--- config.mk ---
export PLATFORM = sky130hd
export DESIGN_NAME = lcd_instruction_arbiter
export DESIGN_NICKNAME = d
export VERILOG_FILES = /design/src/rtl/lcd_pkg.sv /design/src/rtl/round_robin_picker.sv /design/src/rtl/lcd_instruction_arbiter.sv
export SDC_FILE = /design/constraint.sdc
export NUM_CORES = 1
export LEC_CHECK = 0
export CAP_MARGIN = 30
export CELL_PAD_IN_SITES_DETAIL_PLACEMENT = 1
export CELL_PAD_IN_SITES_GLOBAL_PLACEMENT = 1
export CORE_MARGIN = 5
export CORE_UTILIZATION = 34
export DETAILED_ROUTE_END_ITERATION = 7
export GPL_TIMING_DRIVEN = 0
export PLACE_DENSITY_LB_ADDON = 0.12
export RECOVER_POWER = 100
export SLEW_MARGIN = 20
export SYNTH_ARGS = -nofsm -noshare
export SYNTH_HDL_FRONTEND = slang
export SYNTH_SLANG_ARGS = --single-unit
export TNS_END_PERCENT = 10
--- constraint.sdc ---
create_clock -name Clock_50 -period 1.7 [get_ports Clock_50]
set_input_delay 0.255 -clock Clock_50 [delete_from_list [all_inputs] [get_ports Clock_50]]
set_output_delay 0.255 -clock Clock_50 [all_outputs]
set_load 0.01 [all_outputs]
--- src/rtl/lcd_pkg.sv ---
// Shared types and constants for the LCD instruction path.
package lcd_pkg;

  localparam int LCD_INSTR_W = 9;

  localparam logic [LCD_INSTR_W-1:0] LCD_CMD_HOME  = 9'h080;
  localparam logic [LCD_INSTR_W-1:0] LCD_CMD_LINE2 = 9'h0C0;
  localparam logic [LCD_INSTR_W-1:0] LCD_CMD_CLEAR = 9'h001;

  typedef enum logic [1:0] {
    S_IDLE,
    S_WAIT_INSTR,
    S_ISSUE,
    S_WAIT_DONE
  } arb_state_t;

endpackage

--- src/rtl/round_robin_picker.sv ---
// Combinational round-robin choice: first set request searching upward from last_grant+1, with wrap.
module round_robin_picker #(
  parameter int NUM_REQ = 2,
  parameter int IDX_W   = 1
) (
  input  logic [NUM_REQ-1:0] req,
  input  logic [IDX_W-1:0]   last_grant,
  output logic [NUM_REQ-1:0] grant,
  output logic [IDX_W-1:0]   grant_idx
);

  localparam logic [IDX_W:0] NUM_REQ_W = (IDX_W+1)'(NUM_REQ);

  logic [IDX_W:0] cand;

  always_comb begin
    grant     = '0;
    grant_idx = '0;
    cand      = '0;
    // Walk from the farthest candidate back to the nearest, so the nearest set bit is kept.
    for (int k = NUM_REQ; k >= 1; k--) begin
      cand = {1'b0, last_grant} + (IDX_W+1)'(k);
      if (cand >= NUM_REQ_W) begin
        cand = cand - NUM_REQ_W;
      end
      if (req[cand[IDX_W-1:0]]) begin
        grant                   = '0;
        grant[cand[IDX_W-1:0]]  = 1'b1;
        grant_idx               = cand[IDX_W-1:0];
      end
    end
  end

endmodule

--- src/rtl/lcd_instruction_arbiter.sv ---
// Round-robin owner of the LCD controller: forwards one atomic instruction burst at a time
// over the start/done handshake and acks each completed instruction back to its owner.
module lcd_instruction_arbiter
  import lcd_pkg::*;
#(
  parameter int          NUM_REQ      = 2,
  parameter logic [17:0] DONE_TIMEOUT = 18'h3FFFF
) (
  input  logic                         Clock_50,
  input  logic                         Reset,
  input  logic [NUM_REQ-1:0]           Req,
  output logic [NUM_REQ-1:0]           Grant,
  input  logic [NUM_REQ-1:0]           Instr_valid,
  input  logic [LCD_INSTR_W*NUM_REQ-1:0] Instr,
  input  logic [NUM_REQ-1:0]           Instr_last,
  output logic [NUM_REQ-1:0]           Instr_ack,
  output logic                         LCD_start,
  output logic [LCD_INSTR_W-1:0]       LCD_instruction,
  input  logic                         LCD_done,
  output logic                         Timeout_err
);

  localparam int IDX_W = (NUM_REQ > 1) ? $clog2(NUM_REQ) : 1;

  arb_state_t             state_reg, state_next;
  logic [IDX_W-1:0]       owner_reg, owner_next;
  logic [IDX_W-1:0]       last_grant_reg, last_grant_next;
  logic                   last_flag_reg, last_flag_next;
  logic [17:0]            count_reg, count_next;
  logic [NUM_REQ-1:0]     grant_next, ack_next;
  logic                   start_next, terr_next;
  logic [LCD_INSTR_W-1:0] instr_next;

  logic [NUM_REQ-1:0]     pick_grant;
  logic [IDX_W-1:0]       pick_idx;
  logic [LCD_INSTR_W-1:0] instr_slice [NUM_REQ];

  generate
    for (genvar gi = 0; gi < NUM_REQ; gi++) begin : g_slice
      assign instr_slice[gi] = Instr[LCD_INSTR_W*gi +: LCD_INSTR_W];
    end
  endgenerate

  round_robin_picker #(
    .NUM_REQ (NUM_REQ),
    .IDX_W   (IDX_W)
  ) u_picker (
    .req        (Req),
    .last_grant (last_grant_reg),
    .grant      (pick_grant),
    .grant_idx  (pick_idx)
  );

  always_comb begin
    state_next      = state_reg;
    owner_next      = owner_reg;
    last_grant_next = last_grant_reg;
    last_flag_next  = last_flag_reg;
    count_next      = count_reg;
    grant_next      = Grant;
    ack_next        = '0;
    start_next      = 1'b0;
    instr_next      = LCD_instruction;
    terr_next       = Timeout_err;

    case (state_reg)
      S_IDLE: begin
        if (|pick_grant) begin
          grant_next = pick_grant;
          owner_next = pick_idx;
          state_next = S_WAIT_INSTR;
        end
      end
      S_WAIT_INSTR: begin
        // A dropped request before the next instruction ends the burst early.
        if (!Req[owner_reg]) begin
          grant_next      = '0;
          last_grant_next = owner_reg;
          state_next      = S_IDLE;
        end else if (Instr_valid[owner_reg]) begin
          instr_next     = instr_slice[owner_reg];
          last_flag_next = Instr_last[owner_reg];
          start_next     = 1'b1;
          state_next     = S_ISSUE;
        end
      end
      S_ISSUE: begin
        count_next = '0;
        state_next = S_WAIT_DONE;
      end
      S_WAIT_DONE: begin
        if (LCD_done) begin
          ack_next[owner_reg] = 1'b1;
          if (last_flag_reg) begin
            grant_next      = '0;
            last_grant_next = owner_reg;
            state_next      = S_IDLE;
          end else begin
            state_next = S_WAIT_INSTR;
          end
        end else if (count_reg == DONE_TIMEOUT) begin
          terr_next       = 1'b1;
          grant_next      = '0;
          last_grant_next = owner_reg;
          state_next      = S_IDLE;
        end else begin
          count_next = count_reg + 18'd1;
        end
      end
      default: begin
        grant_next = '0;
        state_next = S_IDLE;
      end
    endcase
  end

  always_ff @(posedge Clock_50) begin
    if (Reset) begin
      state_reg       <= S_IDLE;
      owner_reg       <= '0;
      last_grant_reg  <= IDX_W'(NUM_REQ - 1);
      last_flag_reg   <= 1'b0;
      count_reg       <= '0;
      Grant           <= '0;
      Instr_ack       <= '0;
      LCD_start       <= 1'b0;
      LCD_instruction <= '0;
      Timeout_err     <= 1'b0;
    end else begin
      state_reg       <= state_next;
      owner_reg       <= owner_next;
      last_grant_reg  <= last_grant_next;
      last_flag_reg   <= last_flag_next;
      count_reg       <= count_next;
      Grant           <= grant_next;
      Instr_ack       <= ack_next;
      LCD_start       <= start_next;
      LCD_instruction <= instr_next;
      Timeout_err     <= terr_next;
    end
  end

endmodule

# Word level (Yosys, flattened, before mapping)
# Cells that the tools add are included.
dict set report totals {
  reg_bits 38
  latchBits 0
  ramBits 0
  mem_bits_ro 0
  in_bits 27
  out_inout_bits 15
  wordCells 103
  memories 0
}
dict set report classes {
  n_addsub 5
  n_mul 0
  div_mod_pow 0
  magnitude_cmp 9
  n_eq_ne 11
  shifts 0
  mux 46
  bitwise_logic 5
  reduce_logical 17
}
# operator count
set ops {}
lappend ops {{two-way mux 18 bit} 2}
lappend ops {{one-hot mux 18 bit (2 select lines)} 1}
lappend ops {{two-way mux 9 bit} 3}
lappend ops {{two-way mux 1 bit} 23}
lappend ops {{two-way mux 2 bit} 11}
lappend ops {{adder 18 x 1 -> 18 bit (second input constant)} 1}
lappend ops {{== test 18 bit (second input constant)} 1}
lappend ops {{AND reduction 3 bit} 4}
lappend ops {{!= test 3 bit (second input constant)} 3}
lappend ops {{!= test 2 bit (second input constant)} 4}
lappend ops {{one-hot mux 2 bit (4 select lines)} 1}
lappend ops {{greater-or-equal comparator 2 bit (second input constant)} 3}
lappend ops {{< comparator 1 x 2 -> 1 bit (second input constant)} 3}
lappend ops {{one-hot mux 2 bit (3 select lines)} 1}
lappend ops {{OR reduction 3 bit} 2}
lappend ops {{AND reduction 5 bit} 1}
lappend ops {{== test 2 bit (second input constant)} 2}
lappend ops {{inverter 1 bit} 4}
lappend ops {{AND reduction 4 bit} 1}
lappend ops {{nonzero test 2 bit} 2}
lappend ops {{demux 1 bit (select 1 bit)} 3}
lappend ops {{greater-or-equal comparator 1 bit (second input constant)} 3}
lappend ops {{logical AND 1 bit} 3}
lappend ops {{nonzero test 3 bit} 1}
lappend ops {{9 further kinds} 10}

# Logic depth before layout (Yosys ltp)
# Gate-level depths: netlist (run 1).
dict set report depth {
  word_depth 12
  depth_mapped 7
  mapped_depth_nobuf 5
}

# Modules after synthesis
# Synthesis (run 1) repeated with hierarchy kept, for this count alone.
dict set report hier_totals {
  cells_unflattened 215
  area_unflattened_um2 1929.4
}
# module n_inst cells_each area_each_um2 seq_area_each_um2
set modules_own_cells {}
lappend modules_own_cells {lcd_instruction_arbiter 1 211 1903.1 760.7}
lappend modules_own_cells {round_robin_picker 1 4 26.3 0.0}

# Worst setup path before layout (run 1)
# No wires, ideal clock.
dict set report synth_path {
  path_kind {reg-to-reg}
  start {reg count_reg[0]}
  end {reg count_reg[13]}
  setup_ps 70
  arrival_ps 1764
  t_required_ps 1630
  setup_slack_ps -134
  stages_incl_launch_ff 8
  n_path_buf 2
  period_less_slack_ps 1834
  cell_sequence {dfxtp_1 ha_1 and4_4 buf_6 and4_4 buf_6 or4_1 a21oi_1}
}
dict set report synth_between {
  elab_chain_len 4
  elab_cells_between_ends 7
  classes_between {add/sub: 1; eq/ne: 2; mux: 3; reduce/logical: 1}
}
# item line_no
set synth_lines {}
lappend synth_lines {{from (decl)} lcd_instruction_arbiter.sv:29} ;# logic [17:0] count_reg, count_next;
lappend synth_lines {{from (signal assigned)} lcd_instruction_arbiter.sv:134} ;# count_reg <= count_next;
lappend synth_lines {{adder 18 x 1 -> 18 bit} lcd_instruction_arbiter.sv:107} ;# count_next = count_reg + 18'd1;
lappend synth_lines {{two-way mux 18 bit} lcd_instruction_arbiter.sv:101} ;# end else if (count_reg == DONE_TIMEOUT) begin
lappend synth_lines {{two-way mux 18 bit} lcd_instruction_arbiter.sv:92} ;# if (LCD_done) begin
lappend synth_lines {{one-hot mux 18 bit (2 select lines)} lcd_instruction_arbiter.sv:66} ;# case (state_reg)
# Several ways; a longest one is shown, not always the timed one. The select of a mux whose other input is x is not followed.
# A chain may end at the register's enable or synchronous reset.

# Worst setup path in the final report (run 1)
dict set report layout_path {
  start {reg count_reg[0]}
  end {reg last_grant_reg}
}
dict set report layout_between {
  elab_chain_len 3
}
# item line_no
set layout_lines {}
lappend layout_lines {{== test 18 bit} lcd_instruction_arbiter.sv:101}
lappend layout_lines {{!= test 3 bit (no line)} --}
lappend layout_lines {{AND reduction 4 bit (no line)} --}
lappend layout_lines {{to (signal assigned)} lcd_instruction_arbiter.sv:121} ;# last_grant_reg <= IDX_W'(NUM_REQ - 1);
lappend layout_lines {{to (signal assigned)} lcd_instruction_arbiter.sv:132} ;# last_grant_reg <= last_grant_next;
lappend layout_lines {{to (decl)} lcd_instruction_arbiter.sv:27} ;# logic [IDX_W-1:0] last_grant_reg, last_grant_next;
# Every way passes these cells.

==> metrics.md, run 1 <==
| Metric | Value |
|---|---|
| Drt pass-1 iters | `4` |
| PwrDens | `709 nW/um2` |
| Static leakage | `0.972 nW` |
| Ant. Diodes | `0` |
| Avg Cell Area, Syn | `approximately 8.6 um2` |
| Total power | `approximately 1.9 mW` |
| Fin area | `between 2000 and 3000 um2` |
| IO Count | `42` |
| Area Overhead vs Synth | `37.2%` |
| Crit end category | `flop` |
| Status | `finished, final reports clean` |
| Cells after Synth | `231` |
| Area of the mapped netlist | `1980 um2` |
| Most frequent cell after synthesis | `dfxtp_1` |
| FFs w/ async S/R, synth | `0%` |
| Antenna violations before repair | `0` |
| Clock Latency Late Sink | `approximately 0.30 ns` |
| Min Tclk post-route | `1.70 ns` |
| Gr busiest metal | `met2` |
| Peak supply drop | `between 0.3 and 0.4 mV` |
| Syn_nets | `259` |
| DRT iter0 DRCs | `67` |
| Post-place instance area | `between 2000 and 2500 um2` |
| RSZ-0062 raised after global routing | `true` |
| DP HPWL | `approximately 4200 um` |
| Final RePlAce weighted congestion | `roughly 0.77` |
| Worst hold path class | `reg2reg` |
| Clock sinks | `38` |
| Die width | `~86 um` |
| CTS tree | `built` |
| Slew Viols, Final | `0` |
| Most area-consuming cells after synthesis | `dfxtp_1, mux2i_1, a211oi_1, nor2_1, nand2_1` |
| Core Area | `between 5000 and 6000 um2` |
| Worst slack, placed | `-0.461 ns` |
| Area leader, netlist | `dfxtp_1` |
| CTS buffer count | `5` |
| Required @ worst endpoint | `a little under 2 ns` |
| Worst Path Arrival | `roughly 1.9 ns` |
| GR Util met2 | `26.9%` |
| Vias | `just under 2000` |
| Full die area | `7460 um2` |
| Wire per inst | `approximately 17 um` |
| Tcrit/Tclk final | `between 90% and 100%` |
| IO Port Bufs | `between 40 and 50` |
| Via density | `5.51` |
| Endpoints failing setup | `0` |
| CTS clk-pin slew, worst paths | `0.09 ns` |
| DRT antenna net count | `0` |
| Largest register FFs | `18` |
| Final hold violations | `0` |
| Fin nets | `slightly above 300` |
| Distinct cells, synth | `48` |
| CTS root buf | `clkbuf_8` |
| Worst-Margin Slew | `about 0.43 ns` |
| Crit Path Max Fanout | `5` |
| Global-route wire length before repair | `9910 um` |
| Layout cells sized above 1 | `between 10% and 20%` |
| Drt total wl | `5950 um` |
| Nature of the critical path startpoint | `flop` |
| Sequential area share after synthesis | `between 30% and 40%` |
| Starting density of the core | `between 30% and 40%` |
| Die Y | `approximately 86 um` |
| Tot GR Track Use | `between 10% and 20%` |
| Worst relative slew slack | `71.2%` |
| Final WS setup | `just over 0.004 ns` |
| Synth Flop Type | `dfxtp_1` |
| Max Fclk | `between 500 and 600 MHz` |
| DR DRC count | `0` |
| Met1 usage | `22.4%` |
| Yosys reg bits | `38` |
| H-Tree Depth | `2` |
| Post-synth top cells | `dfxtp_1, nor2_1, nand2_1, mux2i_1, a21oi_1` |
| Post-CTS Hold Buffers | `0` |
| EDFF count, synth | `0` |
| Met3 Use GR | `around 3.9%` |
| Skew final | `0.0117 ns` |
| Critical path class | `reg2reg` |
| YS warnings | `0` |
| Cell row count | `27` |
| Largest net degree at the start of global routing | `13` |
| Deepest clock path buffer count | `2` |
| Synth top area share | `38.3%` |
| Vias in the first global route | `1946` |
| Maxcap violations | `0` |
| Congestion Overflow GR | `0` |
## layout make-up
class | count | area, um2
Sequential cell | 38 | 774
Clock buffer | 6 | 82.6
Clock inverter | 2 | 12.5
Inverter | 4 | 15.0
Buffer | 13 | 73.8
Fill cell | 659 | 2850
Multi-Input combinational cell | 173 | 1210
Timing Repair Buffer | 48 | 463
Tap cell | 72 | 90.1
## worst paths after layout
kind	startpoint	end	slack (ns)	cells after the start
setup reg to reg	count_reg[0]	last_grant_reg	0.004	5
setup / recovery	count_reg[0]	last_grant_reg	0.004	5
hold reg to reg	Grant[0]	Grant[0]	0.48	2
hold / removal	Grant[0]	Grant[0]	0.48	2
## report_power, final
part | switching [mW] | internal (mW) | total [mW]
clock | 0.343 | 0.326 | 0.669
combinational | 0.156 | 0.167 | 0.323
sequential | 0.0208 | 0.918 | 0.939
total | 0.520 | 1.41 | 1.93
## critical path, cell delays in order (launching register included)
cell	delay, ns
dfxtp_4	0.37
ha_4	0.14
and4_4	0.26
nand4_1	0.26
a2111oi_4	0.38
mux2i_1	0.21
## metrics by stage
step | util, % | setup TNS, ns | hold WS (ns) | cells
after global placement | 44.8 | -7.90 | 0.466 | 344
final | 48.8 | 0 | 0.480 | 356
after global routing | 48.8 | -0.511 | 0.527 | 356
after CTS | 47.3 | -0.0639 | 0.491 | 351
after floorplan | - | -0.0735 | 0.406 | 231
after detailed placement | 44.8 | -8.38 | 0.473 | 344
## layout by cell type, fill, tap and decap left out, types with 7 or more instances in the layout
cell type / synthesis / routed
a211oi_1: 12 / 11
a21oi_1: 13 / 13
buf_4: 1 / 11
clkdlybuf4s50_1: 0 / 25
dfxtp_1: 38 / 31
dlygate4sd3_1: 0 / 16
mux2i_1: 18 / 17
nand2_1: 19 / 19
nand3_1: 7 / 7
nand4_1: 10 / 10
nor2_1: 23 / 21
o21ai_0: 7 / 7
## timing repair
| action | CTS | global route |
|---|---|---|
| buffers inserted | 2 | 5 |
| resized for setup | 18 | 27 |
| endpoints found under the setup margin | 23 | 34 |
| pin swaps | 5 | 4 |
## kinds of logic after synthesis
group,share of synthesized area (%)
buffers and inverters,4.98
adder cells (fa/ha/maj),0.630
multiplexers,9.08
AO/OA/AOI/OAI,20.7
flip-flops,38.3
AND/OR/NAND/NOR,26.3
## routing by layer
layer  up-vias  wire length, um
li1        975                -
met4         0               47
met1       956             2790
met5         -                0
met2        26             2910
met3         4              194
(Power assumes the default switching activity.)
==> run 2, diff against run 1 <==
--- a/config.mk
+++ b/config.mk
@@ -9,10 +9,11 @@
 export CELL_PAD_IN_SITES_DETAIL_PLACEMENT = 1
 export CELL_PAD_IN_SITES_GLOBAL_PLACEMENT = 1
 export CORE_MARGIN = 5
-export CORE_UTILIZATION = 34
+export CORE_UTILIZATION = 35
+export CTS_BUF_LIST = sky130_fd_sc_hd__clkbuf_4 sky130_fd_sc_hd__clkbuf_8
 export DETAILED_ROUTE_END_ITERATION = 7
 export GPL_TIMING_DRIVEN = 0
-export PLACE_DENSITY_LB_ADDON = 0.12
+export PLACE_DENSITY = 0.76
 export RECOVER_POWER = 100
 export SLEW_MARGIN = 20
 export SYNTH_ARGS = -nofsm -noshare
==> run 2 against run 1 <==
Compared with the run above:
- the run now ends with setup timing left
- largest cell class unchanged
- sequential power about the same
- highest routed layer unchanged
- clock power grew 12%
- largest power group unchanged
- die area fell by 2.5%
- power is 4.0% higher
- final cell count is 0.28% lower
- worst hold slack got worse by 0.0055 ns
- via count up 2.4%
- non-clock buffer count decreased by 1
- wire length grew 4.1%
==> metrics.md, run 2 (synthesis results as in run 1) <==
| Metric | Value |
|---|---|
| Post-Route Setup TNS | `-0.0492 ns` |
| Status | `finished, violations left` |
| Filler instances | `around 650` |
| Required @ worst endpoint | `approximately 1.9 ns` |
| Tcrit/Tclk final | `102%` |
| PwrDens | `738 nW/um2` |
| Die Y | `~85 um` |
| Commonest non-fill, non-tap cell in the layout | `dfxtp_1` |
| Via density | `between 5 and 6` |
| Post-CTS Hold Buffers | `0` |
| Sw frac | `25.8%` |
| Endpoints failing setup | `2` |
| Crit Path Max Fanout | `5` |
| Clock sinks | `38` |
| IO Port Bufs | `approximately 40` |
| Nature of the critical path startpoint | `flop` |
| Final RePlAce weighted congestion | `between 0.7 and 0.8` |
| Wire per inst | `around 17 um` |
| Peak supply drop | `0.374 mV` |
| DRT antenna net count | `0` |
| Maxcap violations | `0` |
| Worst hold path class | `reg2reg` |
| Starting density of the core | `36.0%` |
| Crit end category | `flop` |
| IO Count | `42` |
| Post-Place Cells | `roughly 340` |
| Deepest clock path buffer count | `2` |
| Clock Latency Late Sink | `0.30 ns` |
| Finished Layout Cells | `about 360` |
| CTS root buf | `clkbuf_8` |
| Max Fclk | `~580 MHz` |
| Drt total wl | `between 6000 and 7000 um` |
| End-of-flow core utilization | `49.5%` |
| Failing checks | `setup timing` |
| Most frequent cells in the layout | `dfxtp_1, clkdlybuf4s50_1, nor2_1` |
| DRT iter0 DRCs | `91` |
| Core Area | `approximately 5500 um2` |
| Fin nets | `slightly above 300` |
| Final WS setup | `-0.0378 ns` |
| Layout cells sized above 1 | `around 18%` |
| Worst relative slew slack | `slightly below 70%` |
| Vias | `roughly 2000` |
| Combinational power share | `16.0%` |
| Cell row count | `27` |
| Drt pass-1 iters | `4` |
| Largest register FFs | `18` |
| Vias in the first global route | `roughly 2100` |
| H-Tree Depth | `2` |
| Part of the power in registers | `about 47%` |
| Static leakage | `around 0.97 nW` |
| Global-route wire length before repair | `roughly 10000 um` |
| Final hold violations | `0` |
| Tot GR Track Use | `17.6%` |
| Ant. Diodes | `0` |
| DR DRC count | `0` |
| Worst-Margin Slew | `roughly 0.46 ns` |
| CTS tree | `built` |
| Largest net degree at the start of global routing | `12` |
| Area Overhead vs Synth | `37.3%` |
| Full die area | `~7300 um2` |
| Die width | `between 80 and 90 um` |
| DP HPWL | `~4600 um` |
| Int Pwr | `~1.5 mW` |
| Antenna violations before repair | `0` |
| Slew Viols, Final | `0` |
| Critical path class | `reg2reg` |
| Worst Path Arrival | `1.96 ns` |
| Clock power frac | `between 30% and 40%` |
| Min Tclk post-route | `approximately 1.7 ns` |
| CTS buffer count | `5` |
| Congestion Overflow GR | `0` |
| P_sw | `just over 0.5 mW` |
| RSZ-0062 raised after global routing | `true` |
| Skew final | `~0.0084 ns` |
| CTS clk-pin slew, worst paths | `approximately 0.08 ns` |
-- run 2: changes by cell type in the layout (fill, tap and decap cells not counted), moves of 2 or more --
cell,previous run,this run
a21oi_1,13,11
a21oi_2,0,2
buf_4,11,9
clkbuf_4,0,2
clkbuf_8,6,8
mux2i_2,0,2
-- run 2: layout make-up --
cell class	count	area, um2	share of cell area (%)
Buffer	13	75.1	2.76
Tap cell	72	90.1	3.31
Multi-Input combinational cell	173	1200	44.2
Inverter	4	15.0	0.551
Clock buffer	8	110	4.04
Timing Repair Buffer	47	455	16.7
Sequential cell	38	774	28.4
-- run 2: worst paths after layout --
check	cells past startpoint	slack [ns]	to	from
max	5	-0.04	last_grant_reg	count_reg[1]
max reg2reg	5	-0.04	last_grant_reg	count_reg[1]
min	2	0.47	Timeout_err	Timeout_err
min reg2reg	2	0.47	Timeout_err	Timeout_err
-- run 2: metrics by stage --
stage | hold WS (ns) | cell area [um2] | setup WS [ns] | power (mW)
final | 0.475 | 2720 | -0.0378 | 2.01
after global placement | 0.468 | 2500 | -0.515 | 1.26
after floorplan | 0.406 | 2000 | -0.0245 | 1.12
after detailed placement | 0.472 | 2500 | -0.537 | 1.27
after CTS | 0.491 | 2660 | -0.0787 | 2.02
after global routing | 0.510 | 2720 | -0.0994 | 2.11
-- run 2: critical path, cell delays in order (launching register included) --
cell and delay, ns:
dfxtp_4 0.36, ha_4 0.15, and4_4 0.26, nand4_1 0.23
a2111oi_4 0.44, mux2i_1 0.23
-- run 2: routing by layer --
metal / part of all wire (%) / global-route usage [%] / up-vias / wire length [um]
li1: - / - / 978 / -
met1: 46 / 21.8 / 984 / 2820
met2: 50 / 29.9 / 39 / 3070
met3: 3.5 / 3.98 / 8 / 219
met4: 1.3 / 6.19 / 0 / 83
met5: 0 / 0 / - / 0
-- run 2: power by group through the flow --
| stage | Sequential, mW | Combinational, mW | Clock (mW) |
|---|---|---|---|
| after floorplan | 0.967 | 0.152 | 0 |
| after global placement | 0.961 | 0.300 | 0 |
| after detailed placement | 0.962 | 0.308 | 0 |
| after CTS | 0.938 | 0.318 | 0.762 |
| after global routing | 0.944 | 0.350 | 0.814 |
| final | 0.939 | 0.322 | 0.749 |
-- run 2: what timing repair did --
item / in CTS / in global routing
setup endpoints to repair: 22 / 32
resized for setup: 19 / 22
buffers inserted: 2 / 4
pin swaps: 6 / 3
==> run 3, diff against run 2 <==
--- a/config.mk
+++ b/config.mk
@@ -9,14 +9,15 @@
 export CELL_PAD_IN_SITES_DETAIL_PLACEMENT = 1
 export CELL_PAD_IN_SITES_GLOBAL_PLACEMENT = 1
 export CORE_MARGIN = 5
-export CORE_UTILIZATION = 35
+export CORE_UTILIZATION = 42
 export CTS_BUF_LIST = sky130_fd_sc_hd__clkbuf_4 sky130_fd_sc_hd__clkbuf_8
 export DETAILED_ROUTE_END_ITERATION = 7
 export GPL_TIMING_DRIVEN = 0
-export PLACE_DENSITY = 0.76
+export PLACE_DENSITY = 0.85
 export RECOVER_POWER = 100
 export SLEW_MARGIN = 20
 export SYNTH_ARGS = -nofsm -noshare
 export SYNTH_HDL_FRONTEND = slang
+export SYNTH_HIERARCHICAL = 1
 export SYNTH_SLANG_ARGS = --single-unit
 export TNS_END_PERCENT = 10
==> constraint.sdc (replaced) <==
create_clock -name Clock_50 -period 2.21 [get_ports Clock_50]
set_input_delay 0.3315 -clock Clock_50 [delete_from_list [all_inputs] [get_ports Clock_50]]
set_output_delay 0.3315 -clock Clock_50 [all_outputs]
set_load 0.01 [all_outputs]
==> run 3 against run 2 <==
Compared with the run above:
- the flow now finishes without violations
- first-iteration DRC count is 38% lower
- clock skew is 0.0040 ns lower
- flip-flop and latch count stayed put
- final cell count is 12% lower
- via count is 10% lower
- die area is 17% lower
- non-clock buffer count is 6 lower
- worst hold slack worse by 0.0026 ns
==> metrics.md, run 3 <==
| Metric | Value |
|---|---|
| IO Count | `42` |
| Slowest cell on the critical path | `dlygate4sd3_1` |
| Worst-Margin Slew | `0.632 ns` |
| Status | `finished, final reports clean` |
| Core Area | `between 4000 and 5000 um2` |
| Hold EP | `Timeout_err` |
| Distinct cells, synth | `51` |
| Area Overhead vs Synth | `27.2%` |
| Hold Path Depth | `2` |
| CTS buffer count | `5` |
| Reg2Reg Depth | `7` |
| Ant. Diodes | `0` |
| Area of the mapped netlist | `roughly 1900 um2` |
| Layout cells sized above 1 | `9.16%` |
| Largest net degree at the start of global routing | `11` |
| Min-Delay Startpoint | `Timeout_err` |
| Crit Reg-Reg Startpoint | `count_reg[0]` |
| Post-synth top cells | `dfxtp_1, nor2_1, mux2i_1, nand2_1, a211oi_1` |
| Worst hold path class | `reg2reg` |
| CP top delay family | `buffers and inverters` |
| Drt pass-1 iters | `4` |
| Sequential area share after synthesis | `between 30 and 40%` |
| DRT antenna net count | `0` |
| Final hold violations | `0` |
| Nature of the critical path startpoint | `input port` |
| Synth top area share | `around 39%` |
| Tot GR Track Use | `between 10% and 20%` |
| YS warnings | `6` |
| IO Port Bufs | `40` |
| DR DRC count | `0` |
| Final RePlAce weighted congestion | `0.795` |
| EDFF count, synth | `0` |
| CP bufs+invs | `2` |
| Crit end category | `flop` |
| Full die area | `6050 um2` |
| Starting density of the core | `between 40% and 50%` |
| Min Tclk post-route | `~2.0 ns` |
| Vias | `between 1500 and 2000` |
| Most area-consuming cells after synthesis | `dfxtp_1, mux2i_1, nor2_1, a211oi_1, and3_1` |
| Terminus of the critical flop-to-flop path | `count_reg[14]` |
| Area leader, netlist | `dfxtp_1` |
| CTS root buf | `clkbuf_8` |
| H-Tree Depth | `2` |
| Vias in the first global route | `about 1900` |
| Via density | `around 5.8` |
| CTS tree | `built` |
| Most frequent cells in the layout | `dfxtp_1, nor2_1, clkdlybuf4s50_1` |
| Die Y | `around 78 um` |
| Fin nets | `a little under 300` |
| PwrDens | `a little under 600 nW/um2` |
| Endpoints failing setup | `0` |
| RSZ-0062 raised after global routing | `false` |
| FFs w/ async S/R, synth | `0%` |
| Peak supply drop | `0.386 mV` |
| Post-CTS sizing | `0` |
| CTS clk-pin slew, worst paths | `roughly 0.070 ns` |
| Skew final | `~0.0043 ns` |
| Required @ worst endpoint | `between 2 and 2.5 ns` |
| Cell row count | `24` |
| Post-CTS repair timing setup buffer count | `0` |
| Syn_nets | `between 200 and 250` |
| Crit Path Max Fanout | `10` |
| Commonest non-fill, non-tap cell in the layout | `dfxtp_1` |
| Antenna violations before repair | `0` |
| Critical path cell sequence | `dlygate4sd3_1 -> nor2b_1 -> o21ai_0 -> clkbuf_2 -> o311ai_0 -> o41ai_1` |
| Synth Flop Type | `dfxtp_1` |
| CP max stage delay | `approximately 0.66 ns` |
| Global-route wire length before repair | `approximately 8700 um` |
| Total power | `1.46 mW` |
| Post-CTS Hold Buffers | `0` |
| Deepest clock path buffer count | `2` |
| Wire per inst | `around 17 um` |
| Most frequent cell after synthesis | `dfxtp_1` |
| Max Fclk | `497 MHz` |
| Congestion Overflow GR | `0` |
| Cells after Synth | `around 220` |
| Maxcap violations | `0` |
| Tcrit/Tclk final | `roughly nine tenths` |
| Critical path class | `in2reg` |
| Clock sinks | `38` |
| Clock Latency Late Sink | `roughly 0.28 ns` |
| Die width | `between 70 and 80 um` |
| Slew Viols, Final | `0` |
| Drt total wl | `around 5300 um` |
| Worst relative slew slack | `between 50% and 60%` |
| Worst Path Arrival | `2.17 ns` |
| DP HPWL | `4100 um` |
| Static leakage | `0.963 nW` |
| R2r setup slk | `between 0.2 and 0.3 ns` |
| Post-Route Setup TNS | `0 ns` |
| Avg Cell Area, Syn | `~9 um2` |
| DRT iter0 DRCs | `56` |
| Yosys reg bits | `38` |
| Largest register FFs | `18` |
==> run 3: layout make-up <==
class,instances,area [um2]
Sequential cell,38,761
Tap cell,52,65.1
Timing Repair Buffer,40,400
Fill cell,536,1960
Multi-Input combinational cell,159,1060
Clock buffer,7,83.8
Buffer,14,66.3
Inverter,4,15.0
==> run 3: how the worst max path moves through the flow <==
stage,cells after the start,start,slack [ns],endpoint
after detailed placement,6,LCD_done,0.11,count_reg[7]
after floorplan,7,count_reg[0],0.51,count_reg[13]
after CTS,7,count_reg[0],0.30,count_reg[13]
after global placement,6,LCD_done,0.13,count_reg[7]
final,6,LCD_done,0.20,count_reg[7]
after global routing,6,LCD_done,0.1,count_reg[7]
==> run 3: metrics by stage <==
step | hold slack (ns) | instances | util (%) | cell area (um2) | worst slack [ns]
6_report | 0.472 | 314 | 55.6 | 2450 | 0.200
3_3_place_gp | 0.480 | 307 | 54.3 | 2390 | 0.132
3_5_place_dp | 0.469 | 307 | 54.3 | 2390 | 0.108
4_1_cts | 0.486 | 314 | 56.2 | 2480 | 0.305
5_1_grt | 0.512 | 314 | 55.6 | 2450 | 0.0996
2_1_floorplan | 0.461 | 215 | - | 1930 | 0.507
==> run 3: cell families after synthesis <==
kind of cell | Yosys count | share of synthesized area [%]
xor+xnor | 4 | 1.82
fa+ha+maj | 1 | 0.648
simple gates | 88 | 24.6
compound gates | 50 | 20.4
mux | 16 | 8.30
buf+inv | 18 | 4.73
flops | 38 | 39.4
==> run 3: tightest hold or removal path, cell delays in order (launching register included) <==
cell     delay [ns]
dfxtp_1        0.33
a31oi_1        0.04
nor2_1         0.07
==> run 3: power breakdown <==
| part | internal [mW] | leakage [nW] | switching (mW) |
|---|---|---|---|
| clock network | 0.242 | 0.0452 | 0.228 |
| registers | 0.712 | 0.308 | 0.0188 |
| logic | 0.125 | 0.610 | 0.138 |
==> run 3: layer usage <==
| layer | part of all wire, % | GRT usage [%] | wire length [um] | up-vias |
|---|---|---|---|---|
| met4 | 1.0 | 4.47 | 54 | 0 |
| met1 | 42 | 19.5 | 2230 | 887 |
| li1 | - | - | - | 887 |
| met3 | 4.0 | 4.75 | 210 | 6 |
| met2 | 53 | 32.8 | 2810 | 28 |
| met5 | 0 | 0 | 0 | - |
